### config.mk
export PLATFORM = sky130hd
export DESIGN_NAME = text_console_engine
export DESIGN_NICKNAME = d
export VERILOG_FILES = /design/src/rtl/text_console_pkg.sv /design/src/rtl/text_console_fifo.sv /design/src/rtl/text_console_engine.sv
export SDC_FILE = /design/constraint.sdc
export NUM_CORES = 1
export LEC_CHECK = 0
export BUFFER_PORTS_ARGS = -buffer_cell sky130_fd_sc_hd__buf_2
export CAP_MARGIN = 25
export CORE_MARGIN = 3
export CORE_UTILIZATION = 35
export DETAILED_ROUTE_END_ITERATION = 10
export GPL_TIMING_DRIVEN = 0
export SYNTH_ARGS = -nofsm -noshare
export SYNTH_HDL_FRONTEND = slang
export SYNTH_HIERARCHICAL = 1
export SYNTH_SLANG_ARGS = --single-unit
### constraint.sdc
create_clock -name clock -period 11.65 [get_ports clock]
set_clock_uncertainty 0.2 [all_clocks]
set_input_delay 1.165 -clock clock [delete_from_list [all_inputs] [get_ports clock]]
set_output_delay 1.165 -clock clock [all_outputs]
set_load 0.05 [all_outputs]
### src/rtl/text_console_pkg.sv
// Shared definitions for the text console engine: CI command codes, FSM states
// and the control characters the engine interprets.
// Latency: n/a (definitions only). Backpressure: n/a.
package text_console_pkg;

  // Custom-instruction command codes, carried in ciDataA[3:0].
  localparam logic [3:0] CMD_PUTC           = 4'd0;
  localparam logic [3:0] CMD_SET_ATTR       = 4'd1;
  localparam logic [3:0] CMD_CLEAR          = 4'd2;
  localparam logic [3:0] CMD_SET_CURSOR     = 4'd3;
  localparam logic [3:0] CMD_SET_CURSOR_VIS = 4'd4;
  localparam logic [3:0] CMD_READ_ATTR      = 4'd8;
  localparam logic [3:0] CMD_READ_STATUS    = 4'd9;
  localparam logic [3:0] CMD_READ_GEOMETRY  = 4'd15;

  typedef enum logic [1:0] {
    IDLE,
    EXEC,
    CLR_SCREEN,
    CLR_LINE
  } stateT;

  localparam logic [6:0] CH_LF    = 7'h0A;
  localparam logic [6:0] CH_CR    = 7'h0D;
  localparam logic [6:0] CH_BS    = 7'h08;
  localparam logic [6:0] CH_TAB   = 7'h09;
  localparam logic [6:0] CH_FF    = 7'h0C;
  localparam logic [6:0] CH_SPACE = 7'h20;

  function automatic logic isPrintable(input logic [6:0] c);
    return (c >= 7'h20) && (c <= 7'h7E);
  endfunction

endpackage

### src/rtl/text_console_fifo.sv
// Synchronous character FIFO; combinational read of the head entry.
// Latency: pushed entry is visible at popData the cycle after the push.
// Backpressure: push ignored when full unless a pop frees the slot that same cycle.
// Ports: clock, reset (sync, active-low), flush, push/pushData, pop/popData,
//        full, empty, level (entry count).
module text_console_fifo
  import text_console_pkg::*;
#(
  parameter int WIDTH = 7,
  parameter int DEPTH = 16
) (
  input  logic                     clock,
  input  logic                     reset,
  input  logic                     flush,
  input  logic                     push,
  input  logic [WIDTH-1:0]         pushData,
  input  logic                     pop,
  output logic [WIDTH-1:0]         popData,
  output logic                     full,
  output logic                     empty,
  output logic [$clog2(DEPTH):0]   level
);

  localparam int AW = $clog2(DEPTH);
  localparam logic [AW:0] FULL_LVL = DEPTH[AW:0];

  logic [WIDTH-1:0] mem [DEPTH];
  logic [AW-1:0]    wrPtr;
  logic [AW-1:0]    rdPtr;
  logic             doPush;
  logic             doPop;

  assign full    = (level == FULL_LVL);
  assign empty   = (level == '0);
  assign doPop   = pop && !empty;
  assign doPush  = push && (!full || doPop);
  assign popData = mem[rdPtr];

  always_ff @(posedge clock) begin
    if (!reset || flush) begin
      wrPtr <= '0;
      rdPtr <= '0;
      level <= '0;
    end else begin
      if (doPush) begin
        mem[wrPtr] <= pushData;
        wrPtr      <= wrPtr + 1'b1;
      end
      if (doPop) begin
        rdPtr <= rdPtr + 1'b1;
      end
      case ({doPush, doPop})
        2'b10:   level <= level + 1'b1;
        2'b01:   level <= level - 1'b1;
        default: level <= level;
      endcase
    end
  end

endmodule

### src/rtl/text_console_engine.sv
// Text console write engine: CI commands -> char FIFO -> control-char interpreter -> screen RAM writes, ring-buffer scrolling.
// Latency: PUTC/reads/CLEAR ack in the accepting cycle; a queued char reaches ramWe 2 cycles after it is pushed into an idle engine.
// Backpressure: PUTC on a full FIFO and SET_ATTR/SET_CURSOR/SET_CURSOR_VIS hold ciDone off until they can complete.
// Ports: clock, reset (sync, active-low); ciN/ciDataA/ciDataB/ciStart/ciCke in,
//        ciDone/ciResult out; ramWe/ramAddress/ramData to the screen RAM;
//        screenBase, cursorX, cursorY, cursorVisible to the display side.
// Build option: define TEXT_CONSOLE_ATTR_EN to get the attribute register
//   (SET_ATTR/READ_ATTR functional); otherwise ramData[15:8] is 8'h00.
module text_console_engine
  import text_console_pkg::*;
#(
  parameter logic [7:0] CI_NR        = 8'd0,
  parameter int         COLS         = 80,
  parameter int         ROWS         = 45,
  parameter int         FIFO_DEPTH   = 16,
  parameter int         ADDR_W       = 13,
  parameter int         TAB_WIDTH    = 8,
  parameter logic [7:0] DEFAULT_ATTR = 8'h0F
) (
  input  logic              clock,
  input  logic              reset,
  input  logic [7:0]        ciN,
  input  logic [31:0]       ciDataA,
  input  logic [31:0]       ciDataB,
  input  logic              ciStart,
  input  logic              ciCke,
  output logic              ciDone,
  output logic [31:0]       ciResult,
  output logic              ramWe,
  output logic [ADDR_W-1:0] ramAddress,
  output logic [15:0]       ramData,
  output logic [ADDR_W-1:0] screenBase,
  output logic [6:0]        cursorX,
  output logic [6:0]        cursorY,
  output logic              cursorVisible
);

  localparam int LW     = $clog2(FIFO_DEPTH) + 1;
  localparam int SCREEN = COLS * ROWS;
  localparam int SLAST  = SCREEN - 1;
  localparam int LASTX  = COLS - 1;
  localparam int LASTY  = ROWS - 1;
  localparam int TM     = TAB_WIDTH - 1;
  localparam logic [ADDR_W:0]   SCREEN_E    = SCREEN[ADDR_W:0];
  localparam logic [ADDR_W-1:0] SCREEN_LAST = SLAST[ADDR_W-1:0];
  localparam logic [ADDR_W-1:0] COLS_A      = COLS[ADDR_W-1:0];
  localparam logic [ADDR_W-1:0] LASTX_A     = LASTX[ADDR_W-1:0];
  localparam logic [6:0]        LASTX7      = LASTX[6:0];
  localparam logic [6:0]        LASTY7      = LASTY[6:0];
  localparam logic [6:0]        COLS7       = COLS[6:0];
  localparam logic [6:0]        ROWS7       = ROWS[6:0];
  localparam logic [7:0]        COLS8       = COLS[7:0];
  localparam logic [7:0]        TABM8       = TM[7:0];

  // Address add modulo the screen size; both operands are already < SCREEN.
  function automatic logic [ADDR_W-1:0] wrapAdd(input logic [ADDR_W-1:0] a,
                                                input logic [ADDR_W-1:0] b);
    logic [ADDR_W:0] s;
    s = {1'b0, a} + {1'b0, b};
    if (s >= SCREEN_E) s = s - SCREEN_E;
    return s[ADDR_W-1:0];
  endfunction

  stateT             state;
  logic [ADDR_W-1:0] base, rowPtr, clrCnt;
  logic [6:0]        x, y, rebuildCnt, curChar;
  logic              vis, pend, rebuilding;
  logic [3:0]        pendCmd;
  logic [31:0]       pendOp;
  logic [7:0]        attrOut;

`ifdef TEXT_CONSOLE_ATTR_EN
  logic [7:0] attr;
  assign attrOut = attr;
`else
  assign attrOut = 8'h00;
`endif

  logic          fifoFull, fifoEmpty, fifoPush, fifoPop;
  logic [LW-1:0] fifoLevel;
  logic [6:0]    fifoPopData;

  logic [3:0] cmd;
  logic       ciHit, clearNow, idleEmpty, slotFree, hitDeferred, pendDone, busy;
  logic [6:0] clampX, clampY;
  logic       unusedBits;

  assign cmd       = ciDataA[3:0];
  // A new command is only taken once the previous one has been acked.
  assign ciHit     = reset && ciStart && ciCke && (ciN == CI_NR) && !pend;
  assign clearNow  = ciHit && (cmd == CMD_CLEAR);
  assign idleEmpty = (state == IDLE) && fifoEmpty;
  assign fifoPop   = reset && (state == IDLE) && !fifoEmpty && !clearNow;
  assign slotFree  = !fifoFull || fifoPop;
  assign fifoPush  = reset && slotFree &&
                     ((ciHit && cmd == CMD_PUTC) || (pend && pendCmd == CMD_PUTC));
  assign hitDeferred = (cmd == CMD_SET_ATTR) || (cmd == CMD_SET_CURSOR) ||
                       (cmd == CMD_SET_CURSOR_VIS) || (cmd == CMD_PUTC && !slotFree);
  assign pendDone  = reset && pend &&
                     ((pendCmd == CMD_PUTC)       ? slotFree :
                      (pendCmd == CMD_SET_CURSOR) ? (rebuilding && rebuildCnt == 7'd0) :
                                                    idleEmpty);
  assign ciDone    = (ciHit && !hitDeferred) || pendDone;
  assign busy      = (state != IDLE) || !fifoEmpty;
  assign clampX    = (pendOp[6:0]   > LASTX7) ? LASTX7 : pendOp[6:0];
  assign clampY    = (pendOp[22:16] > LASTY7) ? LASTY7 : pendOp[22:16];
  assign unusedBits = ^{ciDataA[31:4], pendOp[31:23], pendOp[15:7]};

  assign screenBase    = base;
  assign cursorX       = x;
  assign cursorY       = y;
  assign cursorVisible = vis;

  always_comb begin
    ciResult = 32'd0;
    if (ciHit) begin
      case (cmd)
        CMD_READ_ATTR:     ciResult = {24'd0, attrOut};
        CMD_READ_STATUS:   ciResult = {busy, 15'd0, 16'(fifoLevel)};
        CMD_READ_GEOMETRY: ciResult = {9'd0, ROWS7, 9'd0, COLS7};
        default:           ciResult = 32'd0;
      endcase
    end
  end

  // Decode of the character being executed.
  logic              nl, doWrite, goClr;
  logic [6:0]        nextX, wrChar;
  logic [ADDR_W-1:0] wrAt;
  logic [7:0]        tabX;

  always_comb begin
    nl      = 1'b0;
    doWrite = 1'b0;
    goClr   = 1'b0;
    nextX   = x;
    wrChar  = CH_SPACE;
    wrAt    = wrapAdd(rowPtr, ADDR_W'(x));
    tabX    = ({1'b0, x} | TABM8) + 8'd1;
    if (isPrintable(curChar)) begin
      doWrite = 1'b1;
      wrChar  = curChar;
      if (x == LASTX7) begin
        nextX = 7'd0;
        nl    = 1'b1;
      end else begin
        nextX = x + 7'd1;
      end
    end else begin
      case (curChar)
        CH_LF: begin
          nextX = 7'd0;
          nl    = 1'b1;
        end
        CH_CR: nextX = 7'd0;
        CH_BS: if (x != 7'd0) begin
          nextX   = x - 7'd1;
          doWrite = 1'b1;
          wrAt    = wrapAdd(rowPtr, ADDR_W'(x - 7'd1));
        end
        CH_TAB: if (tabX >= COLS8) begin
          nextX = 7'd0;
          nl    = 1'b1;
        end else begin
          nextX = tabX[6:0];
        end
        CH_FF:   goClr = 1'b1;
        default: nextX = x;
      endcase
    end
  end

  text_console_fifo #(
    .WIDTH (7),
    .DEPTH (FIFO_DEPTH)
  ) charFifo (
    .clock    (clock),
    .reset    (reset),
    .flush    (clearNow),
    .push     (fifoPush),
    .pushData (pend ? pendOp[6:0] : ciDataB[6:0]),
    .pop      (fifoPop),
    .popData  (fifoPopData),
    .full     (fifoFull),
    .empty    (fifoEmpty),
    .level    (fifoLevel)
  );

  always_ff @(posedge clock) begin
    if (!reset) begin
      state      <= CLR_SCREEN;
      clrCnt     <= '0;
      base       <= '0;
      rowPtr     <= '0;
      x          <= 7'd0;
      y          <= 7'd0;
      vis        <= 1'b1;
      curChar    <= 7'd0;
      pend       <= 1'b0;
      pendCmd    <= 4'd0;
      pendOp     <= 32'd0;
      rebuilding <= 1'b0;
      rebuildCnt <= 7'd0;
      ramWe      <= 1'b0;
      ramAddress <= '0;
      ramData    <= 16'd0;
`ifdef TEXT_CONSOLE_ATTR_EN
      attr       <= DEFAULT_ATTR;
`endif
    end else begin
      ramWe <= 1'b0;
      case (state)
        IDLE: if (fifoPop) begin
          curChar <= fifoPopData;
          state   <= EXEC;
        end
        EXEC: begin
          if (goClr) begin
            clrCnt <= '0;
            state  <= CLR_SCREEN;
          end else begin
            x <= nextX;
            if (doWrite) begin
              ramWe      <= 1'b1;
              ramAddress <= wrAt;
              ramData    <= {attrOut, 1'b0, wrChar};
            end
            if (nl && y != LASTY7) begin
              y      <= y + 7'd1;
              rowPtr <= wrapAdd(rowPtr, COLS_A);
              state  <= IDLE;
            end else if (nl) begin
              // Scroll: the new bottom row sits where the old top row was.
              base   <= wrapAdd(base, COLS_A);
              rowPtr <= base;
              clrCnt <= '0;
              state  <= CLR_LINE;
            end else begin
              state <= IDLE;
            end
          end
        end
        CLR_SCREEN: begin
          ramWe      <= 1'b1;
          ramAddress <= clrCnt;
          ramData    <= {attrOut, 1'b0, CH_SPACE};
          if (clrCnt == SCREEN_LAST) begin
            clrCnt <= '0;
            x      <= 7'd0;
            y      <= 7'd0;
            base   <= '0;
            rowPtr <= '0;
            state  <= IDLE;
          end else begin
            clrCnt <= clrCnt + 1'b1;
          end
        end
        CLR_LINE: begin
          ramWe      <= 1'b1;
          ramAddress <= wrapAdd(rowPtr, clrCnt);
          ramData    <= {attrOut, 1'b0, CH_SPACE};
          if (clrCnt == LASTX_A) begin
            clrCnt <= '0;
            state  <= IDLE;
          end else begin
            clrCnt <= clrCnt + 1'b1;
          end
        end
        default: state <= IDLE;
      endcase

      if (ciHit && hitDeferred) begin
        pend    <= 1'b1;
        pendCmd <= cmd;
        pendOp  <= ciDataB;
      end

      if (pend) begin
        case (pendCmd)
          CMD_PUTC: if (slotFree) pend <= 1'b0;
          CMD_SET_CURSOR: begin
            // rowPtr is rebuilt as base + y*COLS by y wrapped additions.
            if (!rebuilding) begin
              if (idleEmpty) begin
                x          <= clampX;
                y          <= clampY;
                rowPtr     <= base;
                rebuildCnt <= clampY;
                rebuilding <= 1'b1;
              end
            end else if (rebuildCnt != 7'd0) begin
              rowPtr     <= wrapAdd(rowPtr, COLS_A);
              rebuildCnt <= rebuildCnt - 7'd1;
            end else begin
              rebuilding <= 1'b0;
              pend       <= 1'b0;
            end
          end
          default: if (idleEmpty) begin
`ifdef TEXT_CONSOLE_ATTR_EN
            if (pendCmd == CMD_SET_ATTR) attr <= pendOp[7:0];
`endif
            if (pendCmd == CMD_SET_CURSOR_VIS) vis <= pendOp[0];
            pend <= 1'b0;
          end
        endcase
      end

      if (clearNow) begin
        clrCnt <= '0;
        state  <= CLR_SCREEN;
      end
    end
  end

endmodule

==> results.md <==
* Commonest non-fill, non-tap cells in the layout: nor2_1 (182), nand2_1 (137), dfxtp_1 (124)
* # fillers at 4327
* Drt initial violations at approximately 1300
* Nets at about 2000
* R2R Path Start: cursorX[3]$_SDFF_PN0_
* Clock Tree Buf Depth at 3
* Critical Path Source: cursorX[3]$_SDFF_PN0_
* Fin. max-slew vios at 0
* Post-DP HPWL at between 30 and 40 mm
* Row count at 76
* Asr flop ratio synth at 0
* Status: finished, final reports clean
* Period utilization at 0.475
* Cell repeated most along the worst path: o21ai_0
* Peak supply drop at 0.149 mV
* PortBufs at 86
* Synth Flop Type: dfxtp_1
* Maximum fanout along the worst path at 10
* Antenna fix cells at 0
* Pre-antenna DRT Iters at 7
* Hold wc startpoint: rebuildCnt[6]$_SDFFE_PN0P_
* RSZ-0062 raised after global routing: false
* Core ar. at approximately 43000 um^2
* Cell variety after synth at 105
* Vias in the first global route at 13200
* Final WL at 48.8 mm
* Hold crit path type: register to register
* Setup Crit Path Kind: register to register
* DIE WIDTH at ~220 um
* Slew of the pin with the lowest slew margin at 1000 ps
* Clock sink count at around 240
* CTS root buffer: clkbuf_16
* Syn Area/Cell at approximately 9.2 um^2
* Critical path buffers and inverters at 4
* Multi-input logic area at approximately 8900 um^2
* Worst hold stages at 2
* Routed Antenna Nets at 0
* Share of cells above drive strength 1 at 0.147
* Max Freq at about 180 MHz
* Reg area at 5850 um^2
* Htree depth at 1
* Area grow syn2layout at 15.4%
* Clock slew at reported path FFs at roughly 60 ps
* Post-CTS setup buffer count at 0
* Post-layout util at 0.412
* Cell count of the worst reg-to-reg path at 16
* Cts hold-fix bufs at 0
* Register-to-register setup slack at ~6000 ps
* Yosys warning total at 6
* DR WL/cell at ~20 um
* Largest net degree at the start of global routing at 17
* DR DRC count at 0
* Register area share after synthesis at 0.377
* Reg-to-reg endpoint: ramAddress[11]$_SDFFE_PN0P_
* WP data arrival at ~5800 ps
* Final setup violation count at 0
* Global-route wire length before repair at 76.0 mm
* Hold endpoint: rebuildCnt[6]$_SDFFE_PN0P_
* Grt total ovfl at 0
* Cell count after synthesis at 1690
* Max-slew headroom at 0.325
* Initial antenna violation count at 0
* PwrDens at around 140 nW/um^2
* Die area at approximately 47000 um^2
* IO Pins at between 150 and 200
* Vias at ~14000
* Critical path's top delay family: compound AO/OA/AOI/OAI gates
* RD Place Congestion at about 0.95
* Die span in y at 217 um
* Startpoint types: register
* Post-synthesis register bit count at 236
* Max_cap viols at 0
* Critical Path RT at about 12000 ps
* Most common cell after layout, fill and taps aside: nor2_1
* Mapped cell area at between 15000 and 20000 um^2
* CTS tree: built
* CTS buffer count at 28
* CP cell instances: clkbuf_1 > inv_1 > ha_1 > inv_1 > o21ai_0 > nor3_1 > ha_1 > clkbuf_1 > a21oi_1 > o21ai_0 > a41o_1 > nor4bb_1 > o21ai_0 > a31o_2 > a2111oi_0 > o31ai_1
* Initial core utilization at 0.357
* Clock latency on the worst-skew pair at 580 ps
* Number of synthesized flops with an enable pin at 112
* Final hold vios at 0
* Static leakage at between 6 and 7 nW
* Crit path time final at 5530 ps
* Setup TNS at 0 ps
* Critical path capture point type: register
* Critical path's largest stage delay at between 700 and 800 ps
* Via density at 5.65
* Total track usage at 0.202
* Cts repair resizes at 0
* Worst path slowest cell: nor3_1
[how the worst max path moves through the flow]
stage	endpoint	slack, ps	cells after the start
detailed placement	charFifo/level[4]$_SDFFE_PP0P_	5660	15
finish	ramAddress[11]$_SDFFE_PN0P_	6120	16
global route	ramAddress[4]$_SDFFE_PN0P_	5630	17
CTS	ramAddress[11]$_SDFFE_PN0P_	6200	16
floorplan	charFifo/level[4]$_SDFFE_PP0P_	6980	15
global placement	charFifo/level[4]$_SDFFE_PP0P_	5700	15
[tightest hold or removal path, stage by stage, from the launching register on]
cell and delay [ps]:
dfxtp_1 320, nand2_1 50, a21oi_1 30
[where the power goes]
group | switching, mW | internal, mW | total [mW] | leakage [nW]
Combinational | 0.390 | 0.118 | 0.508 | 4.24
Clock | 0.385 | 0.653 | 1.04 | 0.522
Sequential | 0.0190 | 0.892 | 0.911 | 2.01
Total | 0.795 | 1.66 | 2.46 | 6.77
[final cells by class]
class	count	share of cell area
Buffer	126	0.0361
Tap cell	585	0.0409
Clock buffer	30	0.0401
Clock inverter	22	0.0219
Multi-Input combinational cell	1302	0.498
Sequential cell	236	0.326
Timing Repair Buffer	86	0.0240
Inverter	59	0.0124
[registers in the layout, summed over array words and instances, names as in the netlist, 7 cells and up, named ones only]
register	cells
charFifo/mem	112
clrCnt	13
curChar	7
cursorX	7
cursorY	7
pendOp	14
ramAddress	13
ramData	7
rebuildCnt	7
rowPtr	13
screenBase	9
[Yosys cell counts, types with 28 or more instances]
master,n,share of area
mux4_2,28,0.041
inv_1,56,0.014
xnor2_1,45,0.025
nand2_1,137,0.033
clkbuf_1,65,0.016
ha_1,67,0.054
edfxtp_1,112,0.22
xor2_1,28,0.016
a21oi_1,113,0.036
a22oi_1,28,0.014
nand3_1,45,0.015
dfxtp_1,124,0.16
nor3_1,35,0.011
nor2_1,182,0.044
buf_4,41,0.020
o21ai_0,71,0.023
[layer usage]
metal,wire (um),track usage,vias up,part of all wire
met5,0,0,-,0
met4,1120,0.0495,0,0.023
met3,3250,0.0338,68,0.067
met2,21900,0.324,459,0.45
met1,22500,0.284,6714,0.46
li1,-,-,6587,-
[metrics by stage]
stage	setup slack [ps]	cells	power, mW	hold WS [ps]	instance area [um^2]
after CTS	6200	2446	2.47	246	17900
after floorplan	6980	1723	1.26	222	15600
after global routing	5630	2446	2.55	267	17900
final	6120	2446	2.46	245	17900
after global placement	5700	2394	1.42	230	16800
after detailed placement	5660	2394	1.43	238	16800
[logic make-up after synthesis]
group                    count (synthesis)  share of synthesized area
other                                    1                   0.000242
adder cells (fa/ha/maj)                 71                     0.0592
AO/OA/AOI/OAI                          472                      0.214
buffers and inverters                  185                     0.0560
flip-flops                             236                      0.377
multiplexers                            65                     0.0657
AND/OR/NAND/NOR                        587                      0.187
XOR/XNOR                                73                     0.0412
No activity file was read; power rests on OpenSTA's default activity.
